**src/rtl/memory_game_ctrl.sv**
```systemverilog
// Two-level pattern memory game: shows a 16-bit pattern MSB first, then scores player entries.
// Optional build macro REPLAY_ON_MISS_EN replays the whole pattern after a non-fatal miss.
module memory_game_ctrl #(
    parameter int LIVES_INIT = 3,
    parameter int SHOW_TICKS = 4
) (
    input  logic       clk,
    input  logic       reset,
    input  logic       start,
    input  logic       tick,
    input  logic       btn_valid,
    input  logic       btn_bit,
    output logic       show_valid,
    output logic       show_bit,
    output logic       hit,
    output logic       miss,
    output logic [1:0] lives,
    output logic [7:0] score,
    output logic [4:0] combo,
    output logic       level,
    output logic [3:0] idx,
    output logic [2:0] o_state,
    output logic       game_over,
    output logic       win
);

    typedef enum logic [2:0] {
        IDLE      = 3'd0,
        SHOW      = 3'd1,
        INPUT     = 3'd2,
        LVL_DONE  = 3'd3,
        GAME_OVER = 3'd4,
        WIN       = 3'd5
    } state_t;

    localparam logic [15:0] PAT0       = 16'hC3A5;
    localparam logic [15:0] PAT1       = 16'h96AB;
    localparam logic [3:0]  TICK_LAST  = 4'(SHOW_TICKS - 1);
    localparam logic [1:0]  LIVES_LOAD = 2'(LIVES_INIT);

    state_t      state_q, state_d;
    logic [3:0]  idx_q, idx_d;
    logic        level_q, level_d;
    logic [1:0]  lives_q, lives_d;
    logic [7:0]  score_q, score_d;
    logic [4:0]  combo_q, combo_d;
    logic [3:0]  tick_cnt_q, tick_cnt_d;
    logic        hit_q, hit_d;
    logic        miss_q, miss_d;
    logic        show_valid_q, show_valid_d;
    logic        show_bit_q, show_bit_d;
    logic        game_over_q, game_over_d;
    logic        win_q, win_d;

    logic [15:0] cur_pat;
    logic        cur_bit;
    logic [15:0] nxt_pat;
    logic [8:0]  score_sum;
    logic [8:0]  score_inc;

    always_comb begin
        state_d    = state_q;
        idx_d      = idx_q;
        level_d    = level_q;
        lives_d    = lives_q;
        score_d    = score_q;
        combo_d    = combo_q;
        tick_cnt_d = tick_cnt_q;
        hit_d      = 1'b0;
        miss_d     = 1'b0;
        cur_pat    = level_q ? PAT1 : PAT0;
        cur_bit    = cur_pat[4'd15 - idx_q];
        // A streak of four or more earns a bonus point on the next hit.
        score_inc  = (combo_q >= 5'd4) ? 9'd2 : 9'd1;
        score_sum  = {1'b0, score_q} + score_inc;

        case (state_q)
            IDLE, GAME_OVER, WIN: begin
                if (start) begin
                    state_d    = SHOW;
                    level_d    = 1'b0;
                    idx_d      = 4'd0;
                    lives_d    = LIVES_LOAD;
                    score_d    = 8'd0;
                    combo_d    = 5'd0;
                    tick_cnt_d = 4'd0;
                end
            end
            SHOW: begin
                if (tick) begin
                    if (tick_cnt_q == TICK_LAST) begin
                        tick_cnt_d = 4'd0;
                        idx_d      = idx_q + 4'd1;
                        if (idx_q == 4'd15) begin
                            state_d = INPUT;
                        end
                    end else begin
                        tick_cnt_d = tick_cnt_q + 4'd1;
                    end
                end
            end
            INPUT: begin
                if (btn_valid) begin
                    if (btn_bit == cur_bit) begin
                        hit_d   = 1'b1;
                        combo_d = (combo_q == 5'd31) ? 5'd31 : combo_q + 5'd1;
                        score_d = score_sum[8] ? 8'hFF : score_sum[7:0];
                        idx_d   = idx_q + 4'd1;
                        if (idx_q == 4'd15) begin
                            state_d = LVL_DONE;
                        end
                    end else begin
                        miss_d  = 1'b1;
                        combo_d = 5'd0;
                        if (lives_q <= 2'd1) begin
                            lives_d = 2'd0;
                            state_d = GAME_OVER;
                        end else begin
                            lives_d = lives_q - 2'd1;
`ifdef REPLAY_ON_MISS_EN
                            state_d    = SHOW;
                            idx_d      = 4'd0;
                            tick_cnt_d = 4'd0;
`else
                            state_d    = INPUT;
`endif
                        end
                    end
                end
            end
            LVL_DONE: begin
                if (!level_q) begin
                    state_d    = SHOW;
                    level_d    = 1'b1;
                    idx_d      = 4'd0;
                    tick_cnt_d = 4'd0;
                end else begin
                    state_d = WIN;
                end
            end
            default: state_d = IDLE;
        endcase

        // Display outputs are computed from next-state so they stay registered.
        nxt_pat      = level_d ? PAT1 : PAT0;
        show_valid_d = (state_d == SHOW);
        show_bit_d   = show_valid_d & nxt_pat[4'd15 - idx_d];
        game_over_d  = (state_d == GAME_OVER);
        win_d        = (state_d == WIN);
    end

    always_ff @(posedge clk) begin
        if (reset) begin
            state_q      <= IDLE;
            idx_q        <= 4'd0;
            level_q      <= 1'b0;
            lives_q      <= 2'd0;
            score_q      <= 8'd0;
            combo_q      <= 5'd0;
            tick_cnt_q   <= 4'd0;
            hit_q        <= 1'b0;
            miss_q       <= 1'b0;
            show_valid_q <= 1'b0;
            show_bit_q   <= 1'b0;
            game_over_q  <= 1'b0;
            win_q        <= 1'b0;
        end else begin
            state_q      <= state_d;
            idx_q        <= idx_d;
            level_q      <= level_d;
            lives_q      <= lives_d;
            score_q      <= score_d;
            combo_q      <= combo_d;
            tick_cnt_q   <= tick_cnt_d;
            hit_q        <= hit_d;
            miss_q       <= miss_d;
            show_valid_q <= show_valid_d;
            show_bit_q   <= show_bit_d;
            game_over_q  <= game_over_d;
            win_q        <= win_d;
        end
    end

    assign show_valid = show_valid_q;
    assign show_bit   = show_bit_q;
    assign hit        = hit_q;
    assign miss       = miss_q;
    assign lives      = lives_q;
    assign score      = score_q;
    assign combo      = combo_q;
    assign level      = level_q;
    assign idx        = idx_q;
    assign o_state    = state_q;
    assign game_over  = game_over_q;
    assign win        = win_q;

endmodule

```
**config.mk**
```make
export PLATFORM = sky130hd
export DESIGN_NAME = memory_game_ctrl
export DESIGN_NICKNAME = d
export VERILOG_FILES = /design/src/rtl/memory_game_ctrl.sv
export SDC_FILE = /design/constraint.sdc
export NUM_CORES = 1
export LEC_CHECK = 0
export CAP_MARGIN = 20
export CORE_MARGIN = 2
export CORE_UTILIZATION = 30
export CTS_CLUSTER_DIAMETER = 200
export DETAILED_ROUTE_END_ITERATION = 8
export SYNTH_ARGS = -nofsm -noshare
export SYNTH_HDL_FRONTEND = slang
export SYNTH_SLANG_ARGS = --single-unit
```
**constraint.sdc**
```tcl
create_clock -name clk -period 3.3 [get_ports clk]
set_clock_uncertainty 0.2 [all_clocks]
set_input_delay 0.66 -clock clk [delete_from_list [all_inputs] [get_ports clk]]
set_output_delay 0.66 -clock clk [all_outputs]
set_load 0.02 [all_outputs]
```
# ---- Word level (Yosys, flattened, before mapping)
# Index checks and enable logic that the tools add are counted.
dict set report op_classes {
  mul 0
  add_sub_neg 7
  reduce_logical 9
  bitwise 3
  magnitude_cmp 4
  n_shift 0
  muxes 48
  div_mod_pow 0
  eq_ne 18
}
# operator n
set op_table {}
lappend op_table {{4-bit 2-to-1 mux} 10}
lappend op_table {{8-bit 2-to-1 mux} 4}
lappend op_table {{15-bit 2-to-1 mux} 2}
lappend op_table {{3-bit 2-to-1 mux} 9}
lappend op_table {{5-bit 2-to-1 mux} 4}
lappend op_table {{4-bit case mux with 4 select lines} 1}
lappend op_table {{8-bit case mux with 2 select lines} 1}
lappend op_table {{3-bit == test (second input constant)} 4}
lappend op_table {{2-bit inequality test (second input constant)} 6}
lappend op_table {{3-bit case mux with 4 select lines} 1}
lappend op_table {{4-bit case mux with 3 select lines} 1}
lappend op_table {{4-bit AND reduction} 3}
lappend op_table {{4-bit by 5-bit < comparator with 1-bit output (second input constant)} 2}
lappend op_table {{2-bit 2-to-1 mux} 5}
lappend op_table {{5-bit case mux with 2 select lines} 1}
lappend op_table {{8-bit by 2-bit adder with 9-bit output} 1}
lappend op_table {{4-bit by 1-bit adder with 4-bit output (second input constant)} 2}
lappend op_table {{1-bit binary-select mux with 4-bit select} 2}
lappend op_table {{4-bit subtractor (first input constant)} 2}
lappend op_table {{3-bit by 1-bit == test with 1-bit output (second input constant)} 2}
lappend op_table {{3-bit by 2-bit == test with 1-bit output (second input constant)} 2}
lappend op_table {{3-bit OR reduction} 2}
lappend op_table {{5-bit by 1-bit adder with 5-bit output (second input constant)} 1}
lappend op_table {{5-bit == test (second input constant)} 1}
lappend op_table {{other kinds (15)} 20}
dict set report totals {
  mem_count 0
  word_cells 102
  ram_bits 0
  latch_bits 0
  output_inout_bits 29
  rom_bits 0
  regBits 33
  in_bits 6
}

# ---- Longest topological paths before layout
dict set report depth {
  word_depth 11
  ltp_mapped 14
  mapped_depth_nobuf 14
}

# ---- Least setup slack after synthesis
# Ideal clock, no wire load.
dict set report synth_path {
  kind {register -> register}
  startpoint {register idx_q[0] (netlist: idx[0])}
  endpoint {register show_bit_q (netlist: show_bit)}
  t_arrival_ns 2.916
  path_slack_ns 0.117
  synth_period_minus_slack_ns 3.183
  path_stages_with_launch 15
  required_ns 3.033
  path_cell_list {dfxtp_1 -> inv_1 -> ha_1 -> o31ai_1 -> a31oi_1 -> or3_4 -> a21boi_2 -> nor2_1 -> o21a_1 -> a221oi_2 -> inv_1 -> ha_1 -> nand3b_1 -> mux2_1 -> o21ai_2}
}
dict set report synth_between {
  elab_chain_len 11
}
# item line_no
set synth_lines {}
lappend synth_lines {{start, declared} 42} ;# logic [3:0] idx_q, idx_d;
lappend synth_lines {{start signal, assigned} 169} ;# idx_q <= idx_d;
lappend synth_lines {{4-bit subtractor} 72} ;# cur_bit = cur_pat[4'd15 - idx_q];
lappend synth_lines {{1-bit binary-select mux with 4-bit select} 72}
lappend synth_lines {{1-bit 2-to-1 mux (implied by the code)} 72}
lappend synth_lines {{1-bit == test} 104} ;# if (btn_bit == cur_bit) begin
lappend synth_lines {{4-bit 2-to-1 mux} 104}
lappend synth_lines {{4-bit 2-to-1 mux} 103} ;# if (btn_valid) begin
lappend synth_lines {{4-bit case mux with 4 select lines *} 77} ;# case (state_q)
lappend synth_lines {{net idx_d[0]} 42}
lappend synth_lines {{4-bit subtractor *} 147} ;# show_bit_d = show_valid_d & nxt_pat[4'd15 - idx_d];
lappend synth_lines {{1-bit binary-select mux with 4-bit select *} 147}
lappend synth_lines {{1-bit 2-to-1 mux (implied by the code) *} 147}
lappend synth_lines {{1-bit bitwise AND *} 147}
lappend synth_lines {{end signal, assigned} 178} ;# show_bit_q <= show_bit_d;
lappend synth_lines {{end, declared} 51} ;# logic show_bit_q, show_bit_d;
# Mark *: on every way through the listed nets, which the timed path passes. The rest lies on a longest branch. The select of a mux whose other input is x is not followed.
# A chain may end at the register's enable or synchronous reset.

# ---- Worst setup path after layout
dict set report layout_path {
  startpoint {register level_q (netlist: level)}
  endpoint {register show_bit_q (netlist: show_bit)}
}
dict set report layout_between {
  elab_chain_len 11
}
# item line_no
set layout_lines {}
lappend layout_lines {{start, declared} 43} ;# logic level_q, level_d;
lappend layout_lines {{start signal, assigned} 170} ;# level_q <= level_d;
lappend layout_lines {{15-bit 2-to-1 mux} 71} ;# cur_pat = level_q ? PAT1 : PAT0;
lappend layout_lines {{1-bit binary-select mux with 4-bit select} 72}
lappend layout_lines {{1-bit 2-to-1 mux (implied by the code)} 72}
lappend layout_lines {{1-bit == test} 104}
lappend layout_lines {{4-bit 2-to-1 mux} 104}
lappend layout_lines {{4-bit 2-to-1 mux} 103}
lappend layout_lines {{4-bit case mux with 4 select lines *} 77}
lappend layout_lines {{net idx_d[0]} 42}
lappend layout_lines {{4-bit subtractor *} 147}
lappend layout_lines {{1-bit binary-select mux with 4-bit select *} 147}
lappend layout_lines {{1-bit 2-to-1 mux (implied by the code) *} 147}
lappend layout_lines {{1-bit bitwise AND *} 147}
# Marked as above.

==> flow_summary.json <==
{
  "fin_setup_tns_ns": 0,
  "synthMostInstantiatedCell": "dfxtp_1",
  "setup_ws_ns": 0.2130,
  "cts_buffer_depth": 2,
  "ant_nets": 0,
  "maxCapViolCount": 0,
  "p_switching_w": 0.0001914,
  "h-tree-depth": 2,
  "cts_root_buf": "clkbuf_8",
  "crit_chain": "ha_2 -> nor2b_1 -> mux2_4 -> or3_4 -> a21boi_2 -> nor2_1 -> o21a_1 -> a221oi_4 -> inv_1 -> ha_1 -> nand3b_1 -> mux2_1 -> o21ai_2",
  "drive_gt1_frac": 0.1083,
  "grt_setup_unrepaired": "no",
  "tightestPinTransition_ns": 0.4198,
  "p_int_w": 0.0006037,
  "ctsHoldBuffers": 0,
  "syn-num-nets": 254,
  "ys.flop_type": "dfxtp_1",
  "postCtsSetupRepairBufs": 0,
  "nets": 298,
  "antenna_found_initial": 0,
  "max_freq_mhz": 323.9,
  "yosys.cell_types.count": 51,
  "cp.arrival_ns": 3.10,
  "ys_warn_count": 0,
  "worst_skew_pair.late_latency_ns": 0.28,
  "rrSetupSlack_ns": 0.21,
  "globalplace.congestion": 0.8027,
  "fp.dieW_um": 83.65,
  "slew_violations": 0,
  "grt_overflow": 0,
  "setup.worst_path.end_class": "register",
  "dp.cells": 347,
  "fill_cells": 662,
  "setup_violations": 0,
  "share_comb_of_total_power": 0.098,
  "dp_slack_ns": 0.03008,
  "async_reset_ff_frac": 0,
  "die_h_um": 83.65,
  "coreArea_um2": 6241,
  "hold_violations": 0,
  "yosysSeqAreaShare": 0.3471,
  "finalWirelength_um": 4366,
  "row_count": 29,
  "fin_crit_sh": 0.9354,
  "path_clk_slew_ns": 0.06,
  "final-instance-count-excl-fill": 354,
  "cp-start-kind": "register",
  "n_antenna_cell": 0,
  "drc_errors": 0,
  "grt_max_degree": 27,
  "hold_class": "register to register",
  "dieArea_um2": 6996,
  "ys_ff_latch": 33,
  "netlist_area_um2": 1903,
  "period_needed_ns": 3.087,
  "p_leak_nw": 0.9571,
  "syn_inst": 233,
  "port_buffers": 34,
  "powerDensity_nw_per_um2": 320.8,
  "syn_avg_cell_area_um2": 8.168,
  "p_seq_frac": 0.519,
  "slowest_stage": "or3_4",
  "clkPwrFrac": 0.383,
  "ys_top_cells_by_area": "dfxtp_1 (35%), ha_1 (9.2%), nor2_1 (6.1%), a21oi_1 (5.5%), o21ai_0 (4.7%)",
  "required_ns": 3.32,
  "slew_headroom": 0.7172,
  "cts_tree": "done",
  "synth_top_area_cell": "dfxtp_1",
  "wl_per_cell_um": 12.33,
  "grt_pass1_vias": 1633,
  "synth_top_area_frac": 0.3471,
  "synth_edf_count": 0,
  "dr.pass1.iters": 4,
  "ir_drop_mv": 0.1526,
  "area_growth_pct": 30.24,
  "synth.cells.most_frequent": "dfxtp_1 (33), nor2_1 (31), a21oi_1 (21), o21ai_0 (18), ha_1 (14)",
  "hpwl_um": 3298,
  "cts.sinks": 33,
  "viasPerCell": 4.969,
  "crit_fanout": 5,
  "cts_inserted_buffers": 5,
  "drt_iter0_drc": 102,
  "status": "finished, final reports clean",
  "critPathKind": "register to register",
  "io-pin-count": 35,
  "p_sw_frac": 0.2408,
  "grt_pass1_wl_um": 7638,
  "vias": 1759,
  "start_util": 0.3049,
  "groute.usage.overall": 0.1334,
  "slowest_delay_ns": 0.39,
  "ctsResizeCount": 0
}
-- routing by layer --
metal  routed length (um)  vias to the layer above  GRT usage
met1                 2125                      797     0.1859
met2                 1964                       45     0.1985
li1                     -                      912          -
met3                  226                        5    0.03759
met4                   49                        0    0.04399
met5                    0                        -          0
-- worst max-delay path, delay by kind of cell (launching register included) --
| family | cells | cell delay (ns) |
|---|---|---|
| DFF | 1 | 0.35 |
| adders and majority gates | 2 | 0.40 |
| muxes | 2 | 0.59 |
| AOI/OAI and AO/OA | 4 | 0.66 |
| and+or+nand+nor | 4 | 0.71 |
| buffers and inverters | 1 | 0.10 |
-- final timing paths --
kind                                       to     startpoint  cells after the start
worst max-delay path                 show_bit          level                     13
worst min-delay path            tick_cnt_q[1]  tick_cnt_q[1]                      2
worst max register to register       show_bit          level                     13
worst min register to register  tick_cnt_q[1]  tick_cnt_q[1]                      2
-- cell usage in the layout (no fill, tap or decap), types with 3 or more instances in the layout --
master           synthesis  routed
nor2_1                  31      31
ha_1                    14      13
nand3_1                 10      10
clkdlybuf4s50_1          0      34
a21oi_1                 21      21
dfxtp_1                 33      31
nand2b_1                 9       9
clkbuf_8                 0       6
nand2_1                 12      12
and3_1                   3       3
inv_1                   12      11
nor2b_1                  8       8
nor3_1                   7       7
buf_4                    0       9
o21ai_0                 18      18
nand3b_1                 3       3
nand4_1                  3       3
-- layout make-up --
type                            count  area (um2)  share of cell area
Timing Repair Buffer               43       407.9              0.1646
Sequential cell                    33       663.1              0.2675
Tap cell                           77       96.34             0.03887
Clock buffer                        7       86.33             0.03483
Inverter                           12       45.04             0.01817
Multi-Input combinational cell    182        1180              0.4760
-- power by group through the flow --
| stage | Combinational (W) | Sequential [W] | Clock (W) |
|---|---|---|---|
| after floorplan | 0.0000403 | 0.000428 | 0 |
| after global placement | 0.0000780 | 0.000422 | 0 |
| after detailed placement | 0.0000773 | 0.000422 | 0 |
| after CTS | 0.0000779 | 0.000413 | 0.000317 |
| after global routing | 0.0000861 | 0.000414 | 0.000342 |
| final | 0.0000776 | 0.000413 | 0.000304 |
-- through the flow --
stage	instance area [um2]	hold slack (ns)	util	total power, W
6_report	2479	0.2848	0.3972	0.0007951
5_1_grt	2479	0.3166	0.3972	0.0008424
4_1_cts	2462	0.2861	0.3945	0.0008074
3_5_place_dp	2376	0.2774	0.3807	0.0004995
3_3_place_gp	2376	0.2625	0.3807	0.0004999
2_1_floorplan	1903	0.2492	-	0.0004685
-- flip-flops by register name (all words and copies together), names as in the netlist --
signal / count
score: 8
combo: 5
idx: 4
tick_cnt_q: 4
o_state: 3
lives: 2
game_over: 1
hit: 1
level: 1
miss: 1
show_bit: 1
show_valid: 1
win: 1
-- kinds of logic after synthesis --
group / share of synthesized area
simple gates: 0.2617
compound gates: 0.2104
fa+ha+maj: 0.1026
xor+xnor: 0.01381
buf+inv: 0.04010
mux: 0.02432
flops: 0.3471
(Power assumes the default switching activity.)
